===== src/rtl/adv7513_init_seq.sv =====
// ADV7513 HDMI transmitter bring-up: polls hot-plug status over an I2C wrapper,
// then writes a register table with per-entry retry on ack error.
module adv7513_init_seq #(
  parameter logic [6:0] CHIP_ADDR = 7'h39,
  parameter int         NUM_REGS  = 16,
  parameter logic [7:0] POLL_REG  = 8'h42,
  parameter logic [7:0] POLL_MASK = 8'h40,
  parameter int         POLL_GAP  = 1000,
  parameter int         RETRY_MAX = 3
) (
  input  logic       clk,
  input  logic       reset,
  input  logic       start,
  input  logic       i2c_done,
  input  logic       i2c_ack_error,
  input  logic [7:0] i2c_data,
  output logic [6:0] i2c_chip_addr,
  output logic [7:0] i2c_reg_addr,
  output logic [7:0] i2c_value,
  output logic       i2c_enable,
  output logic       i2c_is_read,
  output logic [3:0] tbl_index,
  input  logic [7:0] tbl_reg,
  input  logic [7:0] tbl_val,
  output logic       busy,
  output logic       ready,
  output logic       error
);

  localparam int RW = $clog2(RETRY_MAX + 2);

  typedef enum logic [3:0] {
    IDLE, POLL_REQ, POLL_ACK, POLL_WAIT, POLL_GAP_S,
    WR_REQ, WR_ACK, WR_WAIT, FINISH, FAIL
  } state_t;

  state_t          r_state, w_next;
  logic [3:0]      r_idx, w_idx_nxt;
  logic [RW-1:0]   r_retry, w_retry_nxt;
  logic [15:0]     r_gap, w_gap_nxt;
  logic            r_en, r_rd, r_busy, r_ready, r_error;
  logic [7:0]      r_reg, r_val;
  logic            w_en_d, w_rd_d, w_busy_d, w_ready_d, w_error_d;
  logic [7:0]      w_reg_d, w_val_d;
  logic            w_hpd;

  assign w_hpd = !i2c_ack_error && ((i2c_data & POLL_MASK) == POLL_MASK);

  always_ff @(posedge clk or negedge reset) begin
    if (!reset) begin
      r_state <= IDLE;
      r_idx   <= '0;
      r_retry <= '0;
      r_gap   <= '0;
      r_en    <= 1'b0;
      r_rd    <= 1'b0;
      r_reg   <= '0;
      r_val   <= '0;
      r_busy  <= 1'b0;
      r_ready <= 1'b0;
      r_error <= 1'b0;
    end else begin
      r_state <= w_next;
      r_idx   <= w_idx_nxt;
      r_retry <= w_retry_nxt;
      r_gap   <= w_gap_nxt;
      r_en    <= w_en_d;
      r_rd    <= w_rd_d;
      r_reg   <= w_reg_d;
      r_val   <= w_val_d;
      r_busy  <= w_busy_d;
      r_ready <= w_ready_d;
      r_error <= w_error_d;
    end
  end

  always_comb begin
    w_next      = r_state;
    w_idx_nxt   = r_idx;
    w_retry_nxt = r_retry;
    w_gap_nxt   = r_gap;
    case (r_state)
      IDLE, FINISH, FAIL: begin
        if (start) begin
          w_next      = POLL_REQ;
          w_idx_nxt   = '0;
          w_retry_nxt = '0;
        end
      end
      POLL_REQ:  if (i2c_done) w_next = POLL_ACK;
      POLL_ACK:  if (!i2c_done) w_next = POLL_WAIT;
      POLL_WAIT: begin
        if (i2c_done) begin
          w_gap_nxt = '0;
          w_next    = w_hpd ? WR_REQ : POLL_GAP_S;
        end
      end
      POLL_GAP_S: begin
        if (r_gap == 16'(POLL_GAP - 1)) begin
          w_gap_nxt = '0;
          w_next    = POLL_REQ;
        end else begin
          w_gap_nxt = r_gap + 16'd1;
        end
      end
      WR_REQ: if (i2c_done) w_next = WR_ACK;
      WR_ACK: if (!i2c_done) w_next = WR_WAIT;
      WR_WAIT: begin
        if (i2c_done) begin
          if (i2c_ack_error) begin
            // Failing attempt number RETRY_MAX+1 gives up instead of retrying
            if (r_retry == RW'(RETRY_MAX)) begin
              w_next = FAIL;
            end else begin
              w_retry_nxt = r_retry + 1'b1;
              w_next      = WR_REQ;
            end
          end else begin
            w_retry_nxt = '0;
            if (r_idx == 4'(NUM_REGS - 1)) begin
              w_next = FINISH;
            end else begin
              w_idx_nxt = r_idx + 4'd1;
              w_next    = WR_REQ;
            end
          end
        end
      end
      default: w_next = IDLE;
    endcase
  end

  // Request fields are reloaded every REQ cycle, so they are valid on the
  // same edge that raises i2c_enable and stay frozen through ACK/WAIT.
  always_comb begin
    w_en_d  = 1'b0;
    w_rd_d  = r_rd;
    w_reg_d = r_reg;
    w_val_d = r_val;
    case (r_state)
      POLL_REQ: begin
        w_en_d  = i2c_done;
        w_rd_d  = 1'b1;
        w_reg_d = POLL_REG;
        w_val_d = 8'h00;
      end
      WR_REQ: begin
        w_en_d  = i2c_done;
        w_rd_d  = 1'b0;
        w_reg_d = tbl_reg;
        w_val_d = tbl_val;
      end
      default: ;
    endcase
    w_busy_d  = !(w_next inside {IDLE, FINISH, FAIL});
    w_ready_d = (w_next == FINISH);
    w_error_d = (w_next == FAIL);
  end

  assign i2c_chip_addr = CHIP_ADDR;
  assign i2c_reg_addr  = r_reg;
  assign i2c_value     = r_val;
  assign i2c_enable    = r_en;
  assign i2c_is_read   = r_rd;
  assign tbl_index     = r_idx;
  assign busy          = r_busy;
  assign ready         = r_ready;
  assign error         = r_error;

endmodule


===== config.mk =====
export PLATFORM = sky130hd
export DESIGN_NAME = adv7513_init_seq
export DESIGN_NICKNAME = d
export VERILOG_FILES = /design/src/rtl/adv7513_init_seq.sv
export SDC_FILE = /design/constraint.sdc
export NUM_CORES = 1
export LEC_CHECK = 0
export ABC_AREA = 1
export BUFFER_PORTS_ARGS = -buffer_cell sky130_fd_sc_hd__buf_2
export CAP_MARGIN = 10
export CORE_MARGIN = 1.5
export CORE_UTILIZATION = 38
export CTS_CLUSTER_DIAMETER = 60
export DETAILED_ROUTE_END_ITERATION = 6
export PLACE_DENSITY = 0.69
export SLEW_MARGIN = 20
export SYNTH_ARGS = -nofsm -noshare
export SYNTH_HDL_FRONTEND = slang
export SYNTH_SLANG_ARGS = --single-unit

===== constraint.sdc =====
create_clock -name clk -period 1.5 [get_ports clk]
set_clock_uncertainty 0.05 [all_clocks]
set_input_delay 0.075 -clock clk [delete_from_list [all_inputs] [get_ports clk]]
set_output_delay 0.075 -clock clk [all_outputs]
set_load 0.03 [all_outputs]

==> flow_summary.rst, run 1 <==
.. list-table::
   :header-rows: 1

   * - Metric
     - Value
   * - Async SR Flop Fraction
     - 1.00
   * - Gate count of the mapped netlist
     - 289
   * - Outcome
     - finished with violations
   * - Required time of the critical path
     - 1.67 ns
   * - Ports placed on the boundary
     - 61
   * - Setup-failing EPs final
     - 4
   * - Slowest cell on the critical path
     - dfrtp_2
   * - Vias in the first global route
     - 2361
   * - Unrepaired setup endpoints after global routing
     - true
   * - Setup crit start kind
     - flop
   * - Total iterations of the first detailed-routing run
     - 4
   * - Leak pwr
     - 1.84 nW
   * - Peak per-stage delay on the critical path
     - 0.46 ns
   * - Total negative slack for setup checks
     - -0.169 ns
   * - Largest family of logic cells by synthesized area
     - simple AND/OR/NAND/NOR gates
   * - Routed vias
     - 2420
   * - Netlist area before placement
     - 2430 um^2
   * - Xor and xnor area share after synthesis
     - 0.0144
   * - Initial core utilization
     - 0.401
   * - Cell-internal power
     - 0.00360 W
   * - Area fraction in and, or, nand and nor cells after synthesis
     - 0.234
   * - Number of buffers added on ports
     - 46
   * - Reg clk slew, reported paths
     - 0.10 ns
   * - Power spent charging and discharging nets
     - 0.00261 W
   * - Largest driver fanout on the critical path
     - 5
   * - Number of fill cells in the layout
     - 498
   * - Number of DRC violations after detailed-routing iteration 0
     - 127
   * - Post-synthesis adder-cell area fraction
     - 0.0206
   * - Die span in x
     - 83.0 um
   * - Period utilisation layout
     - 1.06
   * - Count of final max-slew check failures
     - 0
   * - Hold Fails Final Rpt
     - 0
   * - Buffer depth of the longest clock path
     - 2
   * - Start of the worst register-to-register path
     - r_state[3]$_DFF_PN0_
   * - Final Hold Slack
     - 0.00857 ns
   * - Start point of the worst min-delay path
     - i2c_done
   * - Antenna fix cells
     - 0
   * - Post-route minimum period
     - 1.59 ns
   * - TritonCTS clock tree
     - done
   * - Critical register-to-register path endpoint
     - busy$_DFF_PN0_
   * - Compound-gate portion of the synthesized area
     - 0.152
   * - Number of buffers added by the clock tree synthesis step
     - 5
   * - Overall routing resource usage
     - 0.178
   * - Multiplexer fraction of the synthesized cell area
     - 0
   * - Die area
     - 6890 um^2
   * - EDFF count, synth
     - 0
   * - Total wire length
     - 6500 um
   * - Number of maximum-capacitance constraint violations
     - 0
   * - Ordered list of cells on the worst path
     - inv_2 -> buf_4 -> nor2_1 -> nand2_1 -> nand2_2 -> buf_4 -> nand2_1 -> nand2_1 -> inv_2 -> nand4_1 -> nor2_1 -> nor2_1
   * - First-pass GRT wire length
     - 10200 um
   * - Die Y-Extent
     - 83.0 um
   * - Flop and latch count out of synthesis
     - 48
   * - Post-synthesis sequential area ratio
     - 0.494
   * - Routed len/inst
     - 13.7 um
   * - Comb power frac
     - 0.502
   * - Hold Crit Depth
     - 3
   * - R2R depth
     - 12
   * - Via count normalized by instance count
     - 5.09
   * - Switching portion of total power
     - 0.420
   * - Detailed Place HPWL
     - 4260 um
   * - CP arrival
     - 1.76 ns
   * - Least setup slack across all paths after layout
     - -0.0915 ns
   * - Area Overhead vs Synth
     - 48.5%
   * - Cell at the root of the clock tree
     - clkbuf_8
   * - Path class of the lowest-slack min-delay path
     - in2reg
   * - IR drop worst, VDD
     - 0.00112 V
   * - Post-route DRC
     - 0
   * - Final layout net count
     - 432
   * - Post-synth top flop
     - dfrtp_1
   * - CTS HTree Levels
     - 2
   * - Worst R2R Setup Slack
     - -0.09 ns
   * - Failing checks
     - setup timing
   * - Clock insertion delay at the later pin of the skew report
     - 0.32 ns
   * - Initial antenna violation count
     - 0
   * - Pin count of the biggest net entering global routing
     - 32
   * - Number of distinct library cells after synthesis
     - 34
   * - Core region area
     - 6060 um^2
   * - Cell area power density
     - 1720 nW/um^2
   * - Final antenna-violating net count
     - 0
   * - Synth warn
     - 0
   * - Most frequent cells in the layout
     - buf_2, nand2_1, dfrtp_1, buf_4, inv_1
   * - Sequential Power Share
     - 0.317
   * - Capture endpoint of the worst hold path
     - ready$_DFF_PN0_
   * - Fmax achieved
     - 628 MHz
   * - Mean post-synth cell area
     - 8.41 um^2
   * - Number of sinks handled by clock tree synthesis
     - 48
   * - Share of final-layout standard cells stronger than drive strength 1
     - 0.423
   * - Element type at the critical path end
     - flop
   * - RePlAce Congestion
     - 0.922
   * - Most frequent standard cell in the layout excluding fill and tap cells
     - buf_2
   * - Path type of the worst setup path
     - reg2reg
   * - Total congestion overflow
     - 0
   * - Clock group share of total power
     - 0.182
   * - Cell row count
     - 28
[kinds of logic after synthesis]
kind of cell	Yosys count
and+or+nand+nor	131
DFF	48
xor gates and xnor gates	4
adders and majority gates	4
buffers and inverters	45
other	2
AOI/OAI and AO/OA	55
[power groups by stage]
| stage | Combinational, W | Sequential, W | Clock (W) |
|---|---|---|---|
| after global placement | 0.00244 | 0.00191 | 0 |
| after detailed placement | 0.00248 | 0.00193 | 0 |
| after global routing | 0.00339 | 0.00201 | 0.00119 |
| after CTS | 0.00261 | 0.00191 | 0.00115 |
| after floorplan | 0.00127 | 0.00224 | 0 |
| final | 0.00311 | 0.00197 | 0.00113 |
[worst max-delay path: cells and delay by family, from the launching register on]
family,cells,cell delay [ns]
buffers and inverters,4,0.38
DFF,1,0.46
and+or+nand+nor,8,0.62
[worst max-delay path by stage]
| stage | start | end | slack, ns | cells after the start |
|---|---|---|---|---|
| after CTS | r_retry[0]$_DFFE_PN0P_ | r_retry[0]$_DFFE_PN0P_ | -0.02 | 8 |
| final | r_state[3]$_DFF_PN0_ | busy$_DFF_PN0_ | -0.09 | 12 |
| after floorplan | r_gap[0]$_DFFE_PN0P_ | r_gap[13]$_DFFE_PN0P_ | 0.005 | 8 |
| after detailed placement | r_gap[1]$_DFFE_PN0P_ | busy$_DFF_PN0_ | -0.13 | 10 |
| after global routing | r_state[3]$_DFF_PN0_ | busy$_DFF_PN0_ | -0.20 | 12 |
| after global placement | r_gap[0]$_DFFE_PN0P_ | busy$_DFF_PN0_ | -0.09 | 10 |
[stage by stage]
step | area [um^2] | utilization | setup slack [ns] | std cells | total power [W]
floorplan | 2460 | - | 0.00499 | 294 | 0.00351
global placement | 2980 | 0.491 | -0.0866 | 438 | 0.00435
detailed placement | 2980 | 0.491 | -0.132 | 438 | 0.00441
CTS | 3330 | 0.550 | -0.0201 | 464 | 0.00567
global route | 3610 | 0.596 | -0.202 | 475 | 0.00660
finish | 3610 | 0.596 | -0.0915 | 475 | 0.00621
[sequential cells by signal, indices dropped and copies added (netlist names)]
name / count
i2c_value: 8
busy: 1
error: 1
r_state: 4
i2c_reg_addr: 8
ready: 1
r_gap: 16
i2c_is_read: 1
i2c_enable: 1
r_retry: 3
tbl_index: 4
[Yosys cell counts (all sizes together) (7+ instances only)]
cell   count  share of area
a21oi     10          0.022
a22o      15          0.054
buf        9          0.026
dfrtp     48           0.49
inv       35          0.054
nand2     66           0.10
nand3     25          0.056
nor2      31          0.053
o21ai     13          0.027
o22ai      7          0.018
[timing repair]
action / CTS / global route
hold buffers: 17 / 0
pin swaps: 2 / 19
endpoints found under the setup margin: 24 / 43
gates resized for setup: 15 / 62
gates cloned: 0 / 2
endpoints found under the hold margin: 64 / 0
buffers inserted: 1 / 9
[layout make-up]
cell class / count / area (um^2) / share of cell area
well taps: 75 / 93.8 / 0.0260
repair inverters: 1 / 7.51 / 0.00208
flip-flops and latches: 48 / 1210 / 0.334
clock buffers: 5 / 68.8 / 0.0191
clock inverters: 3 / 68.8 / 0.0191
repair buffers: 107 / 754 / 0.209
multi-input cells: 201 / 1270 / 0.353
inverters: 35 / 135 / 0.0374
[metal layers]
layer	up-vias	GRT usage	share of wire
met5	-	0	0
met4	0	0.0682	0.020
met3	12	0.0298	0.036
met2	54	0.310	0.52
met1	1185	0.219	0.43
li1	1169	-	-
Power figures use the tool's default switching activity.
==> inputs of run 2 (changes only) <==
GPL_TIMING_DRIVEN = 0   (was default)
==> run 2 against run 1 <==
The run still ends with setup timing left. Sequential share of layout area is 0.57 points higher. Non-clock buffer count is 4 lower. Die area stayed put. Design area is 1.9% lower. Clock power is 26% lower. Critical endpoint is now r_gap[14]$_DFFE_PN0P_. Largest cell class unchanged.
==> flow_summary.rst, run 2 (synthesis gave the netlist of run 1 again) <==
.. list-table::
   :header-rows: 1

   * - Metric
     - Value
   * - Element type at the critical path end
     - flop
   * - Die area
     - 6890 um^2
   * - Count of final max-slew check failures
     - 0
   * - Unrepaired setup endpoints after global routing
     - true
   * - Number of buffers added by the clock tree synthesis step
     - 5
   * - Area Overhead vs Synth
     - 45.8%
   * - R2R depth
     - 8
   * - Start point of the worst min-delay path
     - i2c_done
   * - Dpl ws
     - -0.292 ns
   * - Hold Fails Final Rpt
     - 0
   * - Via count normalized by instance count
     - 5.04
   * - TritonCTS clock tree
     - done
   * - Power spent charging and discharging nets
     - 0.00258 W
   * - Number of maximum-capacitance constraint violations
     - 0
   * - Antenna fix cells
     - 0
   * - Worst R2R Setup Slack
     - -0.09 ns
   * - Worst slew margin
     - 0.590
   * - RePlAce Congestion
     - 0.906
   * - Setup-failing EPs final
     - 27
   * - Core region area
     - 6060 um^2
   * - Clock group share of total power
     - 0.143
   * - Initial core utilization
     - 0.401
   * - Clock insertion delay at the later pin of the skew report
     - 0.30 ns
   * - Critical register-to-register path endpoint
     - r_gap[14]$_DFFE_PN0P_
   * - Number of DRC violations after detailed-routing iteration 0
     - 151
   * - Path class of the lowest-slack min-delay path
     - in2reg
   * - Final antenna-violating net count
     - 0
   * - Total wire length
     - 6360 um
   * - Number of sinks handled by clock tree synthesis
     - 48
   * - Multi-input gate area
     - 1300 um^2
   * - Period utilisation layout
     - 1.06
   * - Detailed Place HPWL
     - 3800 um
   * - Final layout net count
     - 427
   * - Comb power frac
     - 0.517
   * - Cell-internal power
     - 0.00325 W
   * - Failing checks
     - setup timing
   * - Capture endpoint of the worst hold path
     - ready$_DFF_PN0_
   * - First-pass GRT wire length
     - 9960 um
   * - Ports placed on the boundary
     - 61
   * - Post-route minimum period
     - 1.59 ns
   * - Slew at the pin with the worst max-slew slack
     - 0.614 ns
   * - Cell at the root of the clock tree
     - clkbuf_8
   * - Share of final-layout standard cells stronger than drive strength 1
     - 0.405
   * - Most frequent standard cell in the layout excluding fill and tap cells
     - nand2_1
   * - Least setup slack across all paths after layout
     - -0.0946 ns
   * - Sequential Power Share
     - 0.340
   * - Total iterations of the first detailed-routing run
     - 4
   * - Start of the worst register-to-register path
     - r_state[2]$_DFF_PN0_
   * - Most frequent cells in the layout
     - nand2_1, dfrtp_1, buf_2, buf_4, inv_1
   * - Total congestion overflow
     - 0
   * - Pin count of the biggest net entering global routing
     - 49
   * - CTS HTree Levels
     - 2
   * - Flip-flop count of the largest register, all copies and words added
     - 16
   * - Setup crit start kind
     - flop
   * - Routed vias
     - 2368
   * - IR drop worst, VDD
     - 0.00107 V
   * - Switching portion of total power
     - 0.443
   * - Post-route DRC
     - 0
   * - Overall routing resource usage
     - 0.173
   * - Largest driver fanout on the critical path
     - 7
   * - Most flops, register
     - r_gap
   * - Sequential standard cell area
     - 1200 um^2
   * - Post-layout total power
     - 0.00583 W
   * - Routed len/inst
     - 13.5 um
   * - Cell area power density
     - 1650 nW/um^2
   * - Cell row count
     - 28
   * - Buffer depth of the longest clock path
     - 2
   * - Hold Crit Depth
     - 3
   * - Die span in x
     - 83.0 um
   * - Fmax achieved
     - 627 MHz
   * - Number of buffers added on ports
     - 46
   * - Path type of the worst setup path
     - reg2reg
   * - Leak pwr
     - 1.80 nW
   * - Number of fill cells in the layout
     - 487
   * - Die Y-Extent
     - 83.0 um
   * - Vias in the first global route
     - 2260
   * - Initial antenna violation count
     - 0
   * - Outcome
     - finished with violations
   * - Reg clk slew, reported paths
     - 0.09 ns
   * - Required time of the critical path
     - 1.69 ns
   * - CP arrival
     - 1.78 ns
-- run 2: cell count changes in the layout (fill, tap and decap cells not counted), sizes merged --
cell	previous run	this run
clkbuf	5	7
inv	35	36
buf	90	85
clkinv	0	1
clkinvlp	2	0
bufinv	2	0
-- run 2: per-stage QoR --
step	cells	util	TNS, ns	area (um^2)	hold WS (ns)
floorplan	294	-	0	2460	-0.271
finish	470	0.585	-0.889	3540	0.0330
CTS	455	0.537	-0.178	3260	0.0429
detailed placement	415	0.459	-3.23	2780	0.247
global route	470	0.585	-3.39	3540	0.0249
global placement	415	0.459	-2.90	2780	0.243
-- run 2: final cells by class --
cell class,count,area share
Buffer,10,0.0205
Clock buffer,6,0.0233
Clock inverter,2,0.00388
Inverter,35,0.0371
Multi-Input combinational cell,201,0.366
Sequential cell,48,0.340
Tap cell,75,0.0265
Timing Repair Buffer,93,0.183
-- run 2: per-layer routing --
| layer | vias to the layer above | part of all wire | track usage |
|---|---|---|---|
| li1 | 1163 | - | - |
| met1 | 1120 | 0.42 | 0.217 |
| met2 | 70 | 0.51 | 0.302 |
| met3 | 15 | 0.041 | 0.0298 |
| met4 | 0 | 0.023 | 0.0576 |
| met5 | - | 0 | 0 |
-- run 2: critical path: stages, from the launching register on --
cell     delay (ns)
dfrtp_1        0.44
inv_2          0.08
nor2_4         0.17
nand3_4        0.11
buf_6          0.14
a21oi_4        0.24
buf_6          0.15
nand2_2        0.05
a21oi_2        0.10
-- run 2: repair_timing --
action / CTS / global route
hold buffers: 17 / 0
gates cloned: 0 / 0
gates resized for setup: 30 / 52
buffers inserted: 15 / 15
pin swaps: 11 / 21
endpoints found under the hold margin: 64 / 0
setup endpoints to repair: 34 / 36
-- run 2: power groups by stage --
stage / combinational [W] / clock [W] / sequential [W]
floorplan: 0.00127 / 0 / 0.00224
global placement: 0.00206 / 0 / 0.00196
detailed placement: 0.00210 / 0 / 0.00197
CTS: 0.00247 / 0.000860 / 0.00195
global route: 0.00329 / 0.000903 / 0.00203
finish: 0.00302 / 0.000835 / 0.00198
-- run 2: worst max-delay path by stage --
| stage | slack, ns | end | depth (start not counted) | startpoint |
|---|---|---|---|---|
| after global routing | -0.18 | busy$_DFF_PN0_ | 11 | r_state[3]$_DFF_PN0_ |
| after detailed placement | -0.29 | r_gap[13]$_DFFE_PN0P_ | 8 | r_gap[0]$_DFFE_PN0P_ |
| final | -0.09 | r_gap[14]$_DFFE_PN0P_ | 8 | r_state[2]$_DFF_PN0_ |
| after global placement | -0.27 | r_gap[13]$_DFFE_PN0P_ | 8 | r_gap[1]$_DFFE_PN0P_ |
| after floorplan | 0.005 | r_gap[13]$_DFFE_PN0P_ | 8 | r_gap[0]$_DFFE_PN0P_ |
| after CTS | -0.04 | r_gap[1]$_DFFE_PN0P_ | 8 | r_gap[1]$_DFFE_PN0P_ |
